$ cat src/rtl/fe_stage_bpred_pkg.sv
// Shared widths, reset values and the FE->DE latch layout for the fetch stage.
package fe_stage_bpred_pkg;

    localparam int DBITS        = 32;
    localparam int INSTBITS     = 32;
    localparam int PTINDEXBITS  = 8;
    localparam int BTBINDEXBITS = 4;
    localparam int TAGBITS      = DBITS - BTBINDEXBITS - 2;
    localparam int PT_ENTRIES   = 1 << PTINDEXBITS;
    localparam int BTB_ENTRIES  = 1 << BTBINDEXBITS;

    localparam logic [DBITS-1:0] STARTPC = 32'h0000_0100;
    // Counters start weakly not-taken.
    localparam logic [1:0]       PT_INIT = 2'b01;

    // FE latch, fields in the same order as the output ports.
    typedef struct packed {
        logic                    valid;
        logic [INSTBITS-1:0]     inst;
        logic [DBITS-1:0]        pc;
        logic [DBITS-1:0]        pcplus;
        logic [DBITS-1:0]        inst_count;
        logic                    btb_hit;
        logic                    pred_taken;
        logic [DBITS-1:0]        pred_target;
        logic [PTINDEXBITS-1:0]  pt_idx;
        logic [BTBINDEXBITS-1:0] btb_idx;
    } fe_latch_t;

    localparam int FE_LATCH_BITS = $bits(fe_latch_t);

    // 2-bit saturating counter step.
    function automatic logic [1:0] sat_update(input logic [1:0] ctr, input logic taken);
        logic [1:0] res;
        res = ctr;
        if (taken && ctr != 2'b11) begin
            res = ctr + 2'b01;
        end else if (!taken && ctr != 2'b00) begin
            res = ctr - 2'b01;
        end
        return res;
    endfunction

endpackage

$ cat src/rtl/fe_stage_bpred_tables.sv
// Gshare pattern table, global history register and direct-mapped BTB.
// One combinational lookup port and one update port; updates land at the
// clock edge, so a same-cycle lookup always sees the pre-update contents.
module bpred_tables
    import fe_stage_bpred_pkg::*;
(
    input  logic                    clk,
    input  logic                    reset,
    input  logic [DBITS-1:0]        lookup_pc,
    output logic                    btb_hit,
    output logic                    pred_taken,
    output logic [DBITS-1:0]        pred_target,
    output logic [PTINDEXBITS-1:0]  pt_idx,
    output logic [BTBINDEXBITS-1:0] btb_idx,
    output logic [PTINDEXBITS-1:0]  bhr,
    input  logic                    upd_valid,
    input  logic [DBITS-1:0]        upd_pc,
    input  logic                    upd_taken,
    input  logic [DBITS-1:0]        upd_target,
    input  logic [PTINDEXBITS-1:0]  upd_pt_idx
);

    logic [PTINDEXBITS-1:0]  bhr_q;
    logic [1:0]              pt_q         [PT_ENTRIES];
    logic                    btb_valid_q  [BTB_ENTRIES];
    logic [TAGBITS-1:0]      btb_tag_q    [BTB_ENTRIES];
    logic [DBITS-1:0]        btb_target_q [BTB_ENTRIES];

    logic [BTBINDEXBITS-1:0] upd_btb_idx;
    logic                    unused_upd_pc_bits;

    assign upd_btb_idx        = upd_pc[BTBINDEXBITS+1:2];
    assign unused_upd_pc_bits = ^upd_pc[1:0];

    // Lookup: history-hashed PT index, PC-indexed BTB, predicted next PC.
    assign pt_idx      = lookup_pc[PTINDEXBITS+1:2] ^ bhr_q;
    assign btb_idx     = lookup_pc[BTBINDEXBITS+1:2];
    assign btb_hit     = btb_valid_q[btb_idx] &&
                         (btb_tag_q[btb_idx] == lookup_pc[DBITS-1:BTBINDEXBITS+2]);
    assign pred_taken  = btb_hit && pt_q[pt_idx][1];
    assign pred_target = pred_taken ? btb_target_q[btb_idx] : lookup_pc + DBITS'(4);
    assign bhr         = bhr_q;

    // History only advances on resolved branches (non-speculative).
    always_ff @(posedge clk or negedge reset) begin
        if (!reset) begin
            bhr_q <= '0;
        end else if (upd_valid) begin
            bhr_q <= {bhr_q[PTINDEXBITS-2:0], upd_taken};
        end
    end

    // Pattern table: saturating counter train on every resolution.
    always_ff @(posedge clk or negedge reset) begin
        if (!reset) begin
            for (int i = 0; i < PT_ENTRIES; i++) begin
                pt_q[i] <= PT_INIT;
            end
        end else if (upd_valid) begin
            pt_q[upd_pt_idx] <= sat_update(pt_q[upd_pt_idx], upd_taken);
        end
    end

    // BTB: only taken branches allocate or refresh an entry.
    always_ff @(posedge clk or negedge reset) begin
        if (!reset) begin
            for (int i = 0; i < BTB_ENTRIES; i++) begin
                btb_valid_q[i]  <= 1'b0;
                btb_tag_q[i]    <= '0;
                btb_target_q[i] <= '0;
            end
        end else if (upd_valid && upd_taken) begin
            btb_valid_q[upd_btb_idx]  <= 1'b1;
            btb_tag_q[upd_btb_idx]    <= upd_pc[DBITS-1:BTBINDEXBITS+2];
            btb_target_q[upd_btb_idx] <= upd_target;
        end
    end

endmodule

$ cat src/rtl/fe_stage_bpred.sv
// Fetch stage: owns the PC and the FE->DE latch, predicts with bpred_tables.
// Handshake: fe_valid is the latch's valid and !stall_de is DE's ready; while
// stall_de is high the latch contents and the PC hold unchanged. A redirect
// overrides a stall and drops a bubble into the latch.
module fe_stage_bpred
    import fe_stage_bpred_pkg::*;
(
    input  logic                    clk,
    input  logic                    reset,
    output logic [DBITS-1:0]        imem_addr,
    input  logic [INSTBITS-1:0]     imem_rdata,
    input  logic                    stall_de,
    input  logic                    redirect_valid,
    input  logic [DBITS-1:0]        redirect_pc,
    input  logic                    upd_valid,
    input  logic [DBITS-1:0]        upd_pc,
    input  logic                    upd_taken,
    input  logic [DBITS-1:0]        upd_target,
    input  logic [PTINDEXBITS-1:0]  upd_pt_idx,
    output logic                    fe_valid,
    output logic [INSTBITS-1:0]     fe_inst,
    output logic [DBITS-1:0]        fe_pc,
    output logic [DBITS-1:0]        fe_pcplus,
    output logic [DBITS-1:0]        fe_inst_count,
    output logic                    fe_btb_hit,
    output logic                    fe_pred_taken,
    output logic [DBITS-1:0]        fe_pred_target,
    output logic [PTINDEXBITS-1:0]  fe_pt_idx,
    output logic [BTBINDEXBITS-1:0] fe_btb_idx,
    output logic [PTINDEXBITS-1:0]  bhr_out
);

    logic [DBITS-1:0]        pc_q;
    logic [DBITS-1:0]        count_q;
    fe_latch_t               fe_q;
    fe_latch_t               fe_d;

    logic                    lk_hit;
    logic                    lk_taken;
    logic [DBITS-1:0]        lk_next;
    logic [PTINDEXBITS-1:0]  lk_pt_idx;
    logic [BTBINDEXBITS-1:0] lk_btb_idx;

    bpred_tables u_tables (
        .clk         (clk),
        .reset       (reset),
        .lookup_pc   (pc_q),
        .btb_hit     (lk_hit),
        .pred_taken  (lk_taken),
        .pred_target (lk_next),
        .pt_idx      (lk_pt_idx),
        .btb_idx     (lk_btb_idx),
        .bhr         (bhr_out),
        .upd_valid   (upd_valid),
        .upd_pc      (upd_pc),
        .upd_taken   (upd_taken),
        .upd_target  (upd_target),
        .upd_pt_idx  (upd_pt_idx)
    );

    assign imem_addr = pc_q;

    // Assemble the latch contents for the instruction fetched this cycle.
    always_comb begin
        fe_d             = '0;
        fe_d.valid       = 1'b1;
        fe_d.inst        = imem_rdata;
        fe_d.pc          = pc_q;
        fe_d.pcplus      = pc_q + DBITS'(4);
        fe_d.inst_count  = count_q + DBITS'(1);
        fe_d.btb_hit     = lk_hit;
        fe_d.pred_taken  = lk_taken;
        fe_d.pred_target = lk_next;
        fe_d.pt_idx      = lk_pt_idx;
        fe_d.btb_idx     = lk_btb_idx;
    end

    // PC: redirect wins, stall holds, otherwise follow the prediction.
    always_ff @(posedge clk or negedge reset) begin
        if (!reset) begin
            pc_q <= STARTPC;
        end else if (redirect_valid) begin
            pc_q <= redirect_pc;
        end else if (!stall_de) begin
            pc_q <= lk_next;
        end
    end

    // FE latch: bubble on redirect, hold on stall, load on a normal fetch.
    always_ff @(posedge clk or negedge reset) begin
        if (!reset) begin
            fe_q <= '0;
        end else if (redirect_valid) begin
            fe_q <= '0;
        end else if (!stall_de) begin
            fe_q <= fe_d;
        end
    end

    // Fetch counter survives bubbles; it only advances on a real fetch.
    always_ff @(posedge clk or negedge reset) begin
        if (!reset) begin
            count_q <= '0;
        end else if (!redirect_valid && !stall_de) begin
            count_q <= count_q + DBITS'(1);
        end
    end

    assign fe_valid       = fe_q.valid;
    assign fe_inst        = fe_q.inst;
    assign fe_pc          = fe_q.pc;
    assign fe_pcplus      = fe_q.pcplus;
    assign fe_inst_count  = fe_q.inst_count;
    assign fe_btb_hit     = fe_q.btb_hit;
    assign fe_pred_taken  = fe_q.pred_taken;
    assign fe_pred_target = fe_q.pred_target;
    assign fe_pt_idx      = fe_q.pt_idx;
    assign fe_btb_idx     = fe_q.btb_idx;

endmodule

$ cat config.mk
export PLATFORM = sky130hd
export DESIGN_NAME = fe_stage_bpred
export DESIGN_NICKNAME = d
export VERILOG_FILES = /design/src/rtl/fe_stage_bpred_pkg.sv /design/src/rtl/fe_stage_bpred_tables.sv /design/src/rtl/fe_stage_bpred.sv
export SDC_FILE = /design/constraint.sdc
export NUM_CORES = 2
export LEC_CHECK = 0
export ABC_AREA = 1
export CORE_ASPECT_RATIO = 0.7
export CORE_UTILIZATION = 60
export CTS_BUF_LIST = sky130_fd_sc_hd__clkbuf_16
export DETAILED_ROUTE_END_ITERATION = 6
export PLACE_DENSITY = 0.79
export SYNTH_ARGS = -nofsm -noshare
export SYNTH_HDL_FRONTEND = slang
export SYNTH_SLANG_ARGS = --single-unit
$ cat constraint.sdc
create_clock -name clk -period 5.75 [get_ports clk]
set_input_delay 0.8625 -clock clk [delete_from_list [all_inputs] [get_ports clk]]
set_output_delay 0.8625 -clock clk [all_outputs]
set_load 0.02 [all_outputs]
==> impl_metrics.ini <==
[run_status]
run_status = finished, violations left
violations = hold timing

[clock_tree]
clock_tree_from_tritoncts = built
clock_latency_late_sink_ns = 0.83
post_cts_setup_buffers = 0
cts.sink_count = 1697
postCtsHoldBufs = 0
cts_made_buffers = 163
ctsLongestPathBuffers = 3
clock_pin_slew_reported_for_the_worst_setup_and_hold_paths_after_clock_tree_synthesis_ns = 0.06
postCtsResizedCells = 0
clock_tree.root_cell = clkbuf_16
clock_tree.htree_level_count = 4

[logic_synthesis]
ys_dominant_reg_cell = dfrtp_1
yosys-top-cells-count = nand2_1, o21ai_0, dfrtp_1
synth-seq-area-share_pct = 51.4
post-synth-top-area-fraction_pct = 43.3
postSynthRegisterBits = 1697
postSynthAreaPerCell_um2 = 7.70
synth_edf_count = 0
synthMostInstantiatedCell = nand2_1
yosys_synthesis_warning_count = 0
synthDistinctLibCells = 46
synth_cells = 10800
async_reset_ff_share_pct = 100
synth.largest_area_cell = dfrtp_1
postSynthNetCount = 11000
synth.area.top_cells = dfrtp_1, nand2_1, o21ai_0
syn_area_um2 = 83300

[floorplanning]
dieHeight_um = 314
row_count = 113
design.core.area_um2 = 137000
floorplan.die_area_um2 = 140000
die_w_um = 447
io-pin-count = 357
initial_utilization_pct = 60.9

[grt]
grt_start_max_net_pins = 200
grt_pass1_wl_um = 460000
antenna_found_initial = 14
grt_pass1_vias = 76300
grt_total_usage_pct = 43.2
overflow = 0

[cells_and_area]
fin_nets = 10900
drive_gt1_share_pct = 7.29
fillerInstances = 10800
final_core_utilization_pct = 68.8
layout-area-overhead-vs-synth_pct = 12.9

[critical_path]
crit_required_ns = 6.49
critPathArrivalTime_ns = 6.35
worst_setup_path_startpoint = imem_addr[3]
start_kind = register
end_kind = register
path_max_fanout = 124
r2r-start = imem_addr[3]
path_class = reg -> reg

[timing]
final_period_minus_worst_setup_slack_ns = 5.61
relSlewSlack_pct = 13.5
setup_slack_ns = 0.139
tns_ns = 0
total_count_of_max_transition_violations_in_the_final_report = 0
final_min_period_over_clock_period_pct = 97.6
timing.final.setup_violations = 0
fmaxAchievable_ghz = 0.178
worst_clock_skew_ns = 0.0229
rsz0062_at_grt = false
max_slew.worst_pin.slew_ns = 1.29
whs_ns = -0.00512
hold_viol_final = 1

[drt]
via_per_inst = 6.35
vias = 80900
detail-route-antenna-nets = 0
drt-total-wl_um = 306000
detailedRoute.firstPassIterationCount = 7
drtIter0Drc = 14000
wl_per_cell_um = 24.0
drc = 0

[power]
worst_ir_drop_vdd_uv = 395
power.density_cell_area_nw_per_um2 = 345
p_leak_nw = 43.9
finalPower_mw = 32.5

[place]
preCtsSetupSlack_ns = 0.392
placement.io_buffers = 354
detailed_place_hpwl_um = 190000
finalWeightedCongestion = 1.05

[run]
timing.max_cap.violations = 0

[hold_path]
worstHoldPathType = in -> async
[per-layer routing]
metal  GRT usage [%]  vias to the layer above  share of wire, %
met5           0.912                        -             0.086
met4            25.0                       18               6.4
met1            58.7                    38400                37
li1                -                    35200                 -
met3            17.1                     1077                16
met2            58.2                     6238                40
[per-stage QoR]
stage	std cells	area, µm²
global placement	12400	88700
floorplan	10800	83300
global route	12700	94000
CTS	12700	94000
finish	12700	94000
detailed placement	12400	88700
[registers in the layout, indices dropped and copies added, names as in the netlist]
signal and flops:
u_tables.pt_q 512, u_tables.btb_tag_q 416, fe_pcplus 30, u_tables.btb_target_q 512, u_tables.btb_valid_q 16, fe_pc 32, fe_pt_idx 8, fe_inst 32
fe_pred_taken 1, count_q 32, u_tables.bhr 8, fe_pred_target 32, fe_valid 1, fe_inst_count 32, fe_btb_hit 1, imem_addr 32
[worst paths after layout]
| kind | to | slack [ns] | cells past startpoint |
|---|---|---|---|
| setup reg to reg | imem_addr[19] | 0.14 | 19 |
| max in group asynchronous | fe_inst[6] | 3.97 | 2 |
| min in group clk | u_tables.btb_valid_q[2] | 0.46 | 2 |
| setup / recovery | imem_addr[19] | 0.14 | 19 |
| hold reg to reg | u_tables.btb_valid_q[2] | 0.46 | 2 |
| hold / removal | u_tables.btb_tag_q[33] | -0.005 | 1 |
[area by class of cell]
cell class,instances,area (µm²),area share [%]
Clock inverter,129,1130,1.20
Multi-Input combinational cell,7531,34300,36.5
Timing Repair Buffer,602,6370,6.77
Antenna cell,3,7.51,0.00798
Inverter,772,2920,3.11
Sequential cell,1697,42800,45.5
Tap cell,1840,2300,2.45
Clock buffer,168,4200,4.47
[cells by family (layout without fill, tap and decap cells)]
family,Yosys count,after routing,synth area share (%)
and+or+nand+nor,5476,5476,26.8
AOI/OAI and AO/OA,2019,2019,13.6
DFF,1697,1697,51.4
buffers and inverters,1593,1671,7.83
xor gates and xnor gates,32,32,0.337
adders and majority gates,4,4,0.0601
other,0,3,0
[cells in the final DEF, fill, tap and decap left out, types with 6 or more instances in the layout]
master / synthesis / final
clkdlybuf4s50_1: 0 / 352
o211ai_1: 20 / 20
xor2_1: 24 / 23
o21ai_0: 1465 / 1465
o31ai_1: 6 / 6
buf_4: 85 / 172
inv_1: 748 / 773
a22oi_1: 178 / 178
nand4_1: 17 / 17
nand2_1: 3479 / 3473
clkinv_2: 0 / 32
nor3_1: 192 / 192
nor2_1: 624 / 620
buf_12: 0 / 76
clkbuf_16: 0 / 168
a31oi_1: 35 / 35
nand3_1: 1133 / 1115
nand3_4: 0 / 17
o221ai_1: 87 / 87
a22o_1: 36 / 36
o22ai_1: 105 / 105
bufinv_16: 0 / 19
clkinv_1: 17 / 54
inv_6: 0 / 6
a21oi_1: 68 / 68
dfrtp_1: 1440 / 1436
dfstp_2: 257 / 257
nor4_1: 13 / 13
[power by group]
part / internal, mW / switching [mW]
Combinational: 2.17 / 4.73
Sequential: 13.5 / 1.02
Clock: 6.15 / 4.86
[worst max-delay path, cell delays in order (launching register included)]
cell,delay (ns)
dfrtp_4,0.60
inv_8,0.65
buf_4,0.42
nor2_1,0.08
o21ai_0,0.11
nand3_1,0.11
nand3_1,0.13
nand2_1,0.07
nand2_1,0.15
nand2_1,0.08
nor2_1,0.08
nand2_1,0.05
nor2_1,0.10
nand2_1,0.11
nor2_1,0.67
nand3_2,0.67
buf_4,0.42
a21oi_1,0.36
nand3_1,0.36
nand2_1,0.15
(Power assumes the default switching activity.)
